### src/rtl/cpu_pkg.sv
// cpu_pkg: shared widths, register index/bank types and a one-hot decode helper for the register file.
package cpu_pkg;
  localparam int XLEN = 32;
  localparam int NREG = 32;
  typedef logic [4:0] reg_idx_t;
  typedef logic [XLEN-1:0] xlen_t;
  typedef enum logic {BANK_INT, BANK_FP} reg_bank_t;
  function automatic logic [NREG-1:0] onehot(input reg_idx_t i);
    return NREG'(1) << i;
  endfunction
endpackage

### src/rtl/regfile_scoreboard_scoreboard.sv
// scoreboard: per-register busy bits for the integer and float banks with set/clear/flush and two lookup ports.
module scoreboard
  import cpu_pkg::*;
(
  input  logic      clk,
  input  logic      rstn,
  input  logic      issue_valid,
  input  reg_idx_t  issue_dest,
  input  reg_bank_t issue_bank,
  input  logic      flush,
  input  logic      w_int,
  input  logic      w_fp,
  input  reg_idx_t  w_dest,
  input  reg_idx_t  r1_addr,
  input  reg_bank_t r1_bank,
  input  reg_idx_t  r2_addr,
  input  reg_bank_t r2_bank,
  output logic      r1_busy,
  output logic      r2_busy
);
  logic [NREG-1:0] busy_x, busy_f, set_x, set_f, clr_x, clr_f;
  always_comb begin
    set_x = (issue_valid && issue_bank == BANK_INT) ? onehot(issue_dest) & ~onehot('0) : '0;
    set_f = (issue_valid && issue_bank == BANK_FP) ? onehot(issue_dest) : '0;
    clr_x = w_int ? onehot(w_dest) : '0;
    clr_f = w_fp ? onehot(w_dest) : '0;
    r1_busy = r1_bank == BANK_FP ? busy_f[r1_addr] : busy_x[r1_addr];
    r2_busy = r2_bank == BANK_FP ? busy_f[r2_addr] : busy_x[r2_addr];
  end
  // set is applied after clear so a newer producer stays outstanding
  always_ff @(posedge clk or negedge rstn)
    if (!rstn) begin
      busy_x <= '0;
      busy_f <= '0;
    end else if (flush) begin
      busy_x <= '0;
      busy_f <= '0;
    end else begin
      busy_x <= (busy_x & ~clr_x) | set_x;
      busy_f <= (busy_f & ~clr_f) | set_f;
    end
endmodule

### src/rtl/regfile_scoreboard.sv
// regfile_scoreboard: x/f register banks with busy tracking; REGFILE_WRITE_BYPASS_EN forwards same-cycle write-back to reads.
module regfile_scoreboard
  import cpu_pkg::*;
(
  input  logic            clk,
  input  logic            rstn,
  input  logic            reg_w_enable,
  input  logic            freg_w_enable,
  input  logic [4:0]      reg_w_dest,
  input  logic [XLEN-1:0] reg_w_data,
  input  logic            issue_valid,
  input  logic [4:0]      issue_dest,
  input  logic            issue_is_f,
  input  logic            flush,
  input  logic [4:0]      r1_addr,
  input  logic            r1_is_f,
  input  logic [4:0]      r2_addr,
  input  logic            r2_is_f,
  output logic [XLEN-1:0] r1_data,
  output logic [XLEN-1:0] r2_data,
  output logic            r1_busy,
  output logic            r2_busy
);
  xlen_t regs [2][NREG];
  logic w_int, w_fp, hit1, hit2, busy1_raw, busy2_raw;
  assign w_int = reg_w_enable;
  assign w_fp = freg_w_enable && !reg_w_enable;
  always_ff @(posedge clk or negedge rstn)
    if (!rstn) begin
      for (int b = 0; b < 2; b++)
        for (int i = 0; i < NREG; i++)
          regs[b][i] <= '0;
    end else if (w_int) begin
      if (reg_w_dest != '0) regs[BANK_INT][reg_w_dest] <= reg_w_data;
    end else if (w_fp) begin
      regs[BANK_FP][reg_w_dest] <= reg_w_data;
    end
  scoreboard u_sb (
    .clk(clk),
    .rstn(rstn),
    .issue_valid(issue_valid),
    .issue_dest(issue_dest),
    .issue_bank(reg_bank_t'(issue_is_f)),
    .flush(flush),
    .w_int(w_int),
    .w_fp(w_fp),
    .w_dest(reg_w_dest),
    .r1_addr(r1_addr),
    .r1_bank(reg_bank_t'(r1_is_f)),
    .r2_addr(r2_addr),
    .r2_bank(reg_bank_t'(r2_is_f)),
    .r1_busy(busy1_raw),
    .r2_busy(busy2_raw)
  );
`ifdef REGFILE_WRITE_BYPASS_EN
  assign hit1 = ((w_int && !r1_is_f && reg_w_dest != '0) || (w_fp && r1_is_f)) && reg_w_dest == r1_addr;
  assign hit2 = ((w_int && !r2_is_f && reg_w_dest != '0) || (w_fp && r2_is_f)) && reg_w_dest == r2_addr;
`else
  assign hit1 = 1'b0;
  assign hit2 = 1'b0;
`endif
  always_comb begin
    r1_data = !rstn ? '0 : hit1 ? reg_w_data : regs[r1_is_f][r1_addr];
    r2_data = !rstn ? '0 : hit2 ? reg_w_data : regs[r2_is_f][r2_addr];
    r1_busy = rstn && !hit1 && busy1_raw;
    r2_busy = rstn && !hit2 && busy2_raw;
  end
  a_one_writer: assert property (@(posedge clk) disable iff (!rstn) !(reg_w_enable && freg_w_enable));
endmodule

### config.mk
export PLATFORM = sky130hd
export DESIGN_NAME = regfile_scoreboard
export DESIGN_NICKNAME = d
export VERILOG_FILES = /design/src/rtl/cpu_pkg.sv /design/src/rtl/regfile_scoreboard_scoreboard.sv /design/src/rtl/regfile_scoreboard.sv
export SDC_FILE = /design/constraint.sdc
export NUM_CORES = 2
export LEC_CHECK = 0
export CORE_MARGIN = 3
export CORE_UTILIZATION = 60
export CTS_CLUSTER_SIZE = 24
export DETAILED_ROUTE_END_ITERATION = 16
export PLACE_DENSITY = 0.82
export SLEW_MARGIN = 20
export SYNTH_ARGS = -nofsm -noshare
export SYNTH_HDL_FRONTEND = slang
export SYNTH_SLANG_ARGS = --single-unit
### constraint.sdc
create_clock -name clk -period 5.7 [get_ports clk]
set_clock_uncertainty 0.15 [all_clocks]
set_input_delay 1.14 -clock clk [delete_from_list [all_inputs] [get_ports clk]]
set_output_delay 1.14 -clock clk [all_outputs]
set_load 0.02 [all_outputs]
==> impl_metrics.yaml <==
die:
  initial_core_util_pct: 60.69
  dieArea_mm2: 0.1940
  die_h_um: 440.5
  fp.coreArea_mm2: 0.1866
  die_w_um: 440.5
  num_rows: 158
  io_pins: 127
finish:
  finalNonFillerCells: 10040
  layout.nets: 7404
  syn2layout_area_growth_pct: 11.39
  drive_gt1_share_pct: 55.05
pwr:
  power_switching_uw: 11710
  power.share.clock_pct: 35.5
  p_int_uw: 30860
  switching_share_pct: 27.51
  powerDensity_mw_per_mm2: 337.4
  seqPwrFrac_pct: 45.2
  finalPower_uw: 42570
  vdd_drop_max_mv: 0.3452
  p_comb_share_pct: 19.3
  p_leak_uw: 0.05481
grt:
  grt.overflow.total: 0
  antenna_found_initial: 42
  track_usage_pct: 40.51
  grt_pass1_wl_mm: 562.6
  grt_max_degree: 183
  grt_pass1_vias: 79340
worst_setup_path:
  worstPathMaxFanout: 37
  r2r_start: "u_sb.busy_f[9]$_DFF_PN0_"
  r2r-end: "u_sb.busy_f[9]$_DFF_PN0_"
  endpoint: "r1_data[10]"
  critPathArrivalTime_ns: 4.48
  setup.worst_path.start: "rstn"
  cp.required_ns: 4.41
  r2r_setup_slack_ns: 4.63
  start_kind: "input pin"
  r2r_cells: 2
  cp-end-kind: "output port"
  worst-setup-path-type: "in2out"
detailed_routing:
  ant_nets: 0
  firstDrtPassIters: 6
  drcViolationCount: 0
  routed_wl_mm: 390.2
  wl_per_cell_um: 38.88
  viasPerCell: 7.745
  drt-initial-drc-count: 11680
  vias: 77730
cts:
  clk_latency_ns: 0.87
  root_buffer: "clkbuf_16"
  cts_tree: "done"
  postCtsSetupBuffers: 0
  numCtsBuffers: 214
  ctsHoldBuffers: 1
  htreeDepth: 4
  clockBufferDepth: 3
  clkTransAtPathRegs_ns: 0.06
  post_cts_resize_count: 0
  clock-sinks: 2112
placement:
  port_buffers: 126
  dp.final_hpwl_mm: 233.0
  place.gp.congestion: 0.9355
  dp_cells: 9602
logic_synthesis:
  yosysTopAreaCell: "dfrtp_1"
  netlist_top_cells_count: "dfrtp_1, mux2_2, mux4_2"
  synth_area_leaders: "dfrtp_1, mux4_2, mux2_2"
  async_reset_ff_share_pct: 100.0
  synth_cell_types: 58
  synth_top_cell_area_share_pct: 46.66
  synthesis.nets: 7480
  netlist_area_mm2: 0.1133
  ys_seq_area_share_pct: 46.66
  ys_warn_count: 0
  synth_edf_count: 0
  synthFlopType: "dfrtp_1"
  syn_inst: 7419
  syn_avg_cell_area_um2: 15.27
  synth-seq-cells: 2112
  synth.most_common_cell: "dfrtp_1"
sta:
  period_needed_ns: 5.773
  post-route-period-util_pct: 101.3
  setup_tns_ns: -0.1152
  setup_ws_ns: -0.07304
  fmax_mhz: 173.2
  final_max_slew_viol_count: 0
  hold_violations: 0
  worstMarginPinSlew_ns: 1.252
  rsz0062_at_grt: "false"
  setup_viol: 2
  slew_headroom_pct: 16.56
status:
  violations: "negative setup slack"
  status: "finished, violations left"
flow_run:
  maxCapViolations: 0
worst_hold_path:
  min_path_cells: 0
  hp-class: "reg2reg"
## power groups by stage
stage / logic, uW / registers (uW) / clock network (uW)
floorplan: 6050 / 18700 / 0
global placement: 7770 / 19100 / 0
detailed placement: 8050 / 19300 / 0
CTS: 8120 / 19100 / 15100
global route: 8640 / 19400 / 15700
finish: 8230 / 19200 / 15100
## worst max-delay path, cell delays in order
cell	delay (ns)
dlygate4sd3_1	0.61
buf_16	0.25
nand2_1	0.53
a21oi_1	0.35
o21ai_0	0.21
a21oi_1	0.43
a31o_2	0.24
clkdlybuf4s50_1	0.62
## how the worst min path moves through the flow
stage / startpoint / end
3_5_place_dp: regs[2034]$_DFFE_PN0P_ / regs[2034]$_DFFE_PN0P_
3_3_place_gp: regs[2045]$_DFFE_PN0P_ / regs[2045]$_DFFE_PN0P_
5_1_grt: regs[2041]$_DFFE_PN0P_ / regs[2041]$_DFFE_PN0P_
2_1_floorplan: regs[2034]$_DFFE_PN0P_ / regs[2034]$_DFFE_PN0P_
6_report: regs[2021]$_DFFE_PN0P_ / regs[2021]$_DFFE_PN0P_
4_1_cts: regs[2028]$_DFFE_PN0P_ / regs[2028]$_DFFE_PN0P_
## metal layers
| metal | share of wire, % | wire length, um | GRT usage [%] | vias up |
|---|---|---|---|---|
| met2 | 43 | 168900 | 57.52 | 6590 |
| met1 | 33 | 128300 | 50.32 | 40760 |
| li1 | - | - | - | 28510 |
| met4 | 9.3 | 36480 | 30.89 | 22 |
| met5 | 0.038 | 148 | 0 | - |
| met3 | 14 | 56390 | 15.51 | 1854 |
## state kept, by name (all words and copies together) (netlist names)
signal / cells
regs: 2048
u_sb.busy_x: 32
u_sb.busy_f: 32
## layout by cell type, fill, tap and decap left out, types with 33 or more instances in the layout
cell type        synthesis  final
diode_2                  0     40
mux4_2                1108   1108
nor2_4                   0     54
clkbuf_16                0    214
nand2_1                250    235
clkbuf_8                 0     43
a211oi_1                39     39
a21oi_1                106    106
mux2_2                2075   2075
a22oi_1                 98     98
dfrtp_1               2112   2112
o21ai_0                 80     79
nand3_1                 57     57
clkinv_2                 0     39
buf_12                   0    112
clkbuf_1               437     40
nor2_1                 121     66
buf_4                  104    363
clkdlybuf4s50_1          0     33
nor2b_1                 37     35
mux2i_1                244    244
## cell families after synthesis
| group | after synthesis | share of synthesized area (%) |
|---|---|---|
| AND/OR/NAND/NOR | 548 | 2.146 |
| multiplexers | 3427 | 44.82 |
| AO/OA/AOI/OAI | 483 | 2.806 |
| buffers and inverters | 849 | 3.567 |
| flip-flops | 2112 | 46.66 |
## layout make-up
class / instances / area (um2)
diodes: 40 / 100.1
clock buffers: 297 / 6097
clock inverters: 93 / 1411
fillers: 12120 / 60450
inverters: 9 / 41.29
multi-input cells: 4458 / 56900
flip-flops and latches: 2112 / 52850
well taps: 2480 / 3103
repair buffers: 548 / 5659
## per-stage QoR
step           instance area, um2  utilization (%)  hold slack, ns  worst slack, ns
2_1_floorplan              113300                -          0.2883            1.244
3_3_place_gp               118400            63.45          0.2270          0.08171
3_5_place_dp               118400            63.45          0.2306          0.08829
4_1_cts                    125900            67.48          0.2473          0.08268
5_1_grt                    126100            67.57          0.2602          0.01934
6_report                   126200            67.61          0.2494         -0.07304
Power figures use the tool's default switching activity.
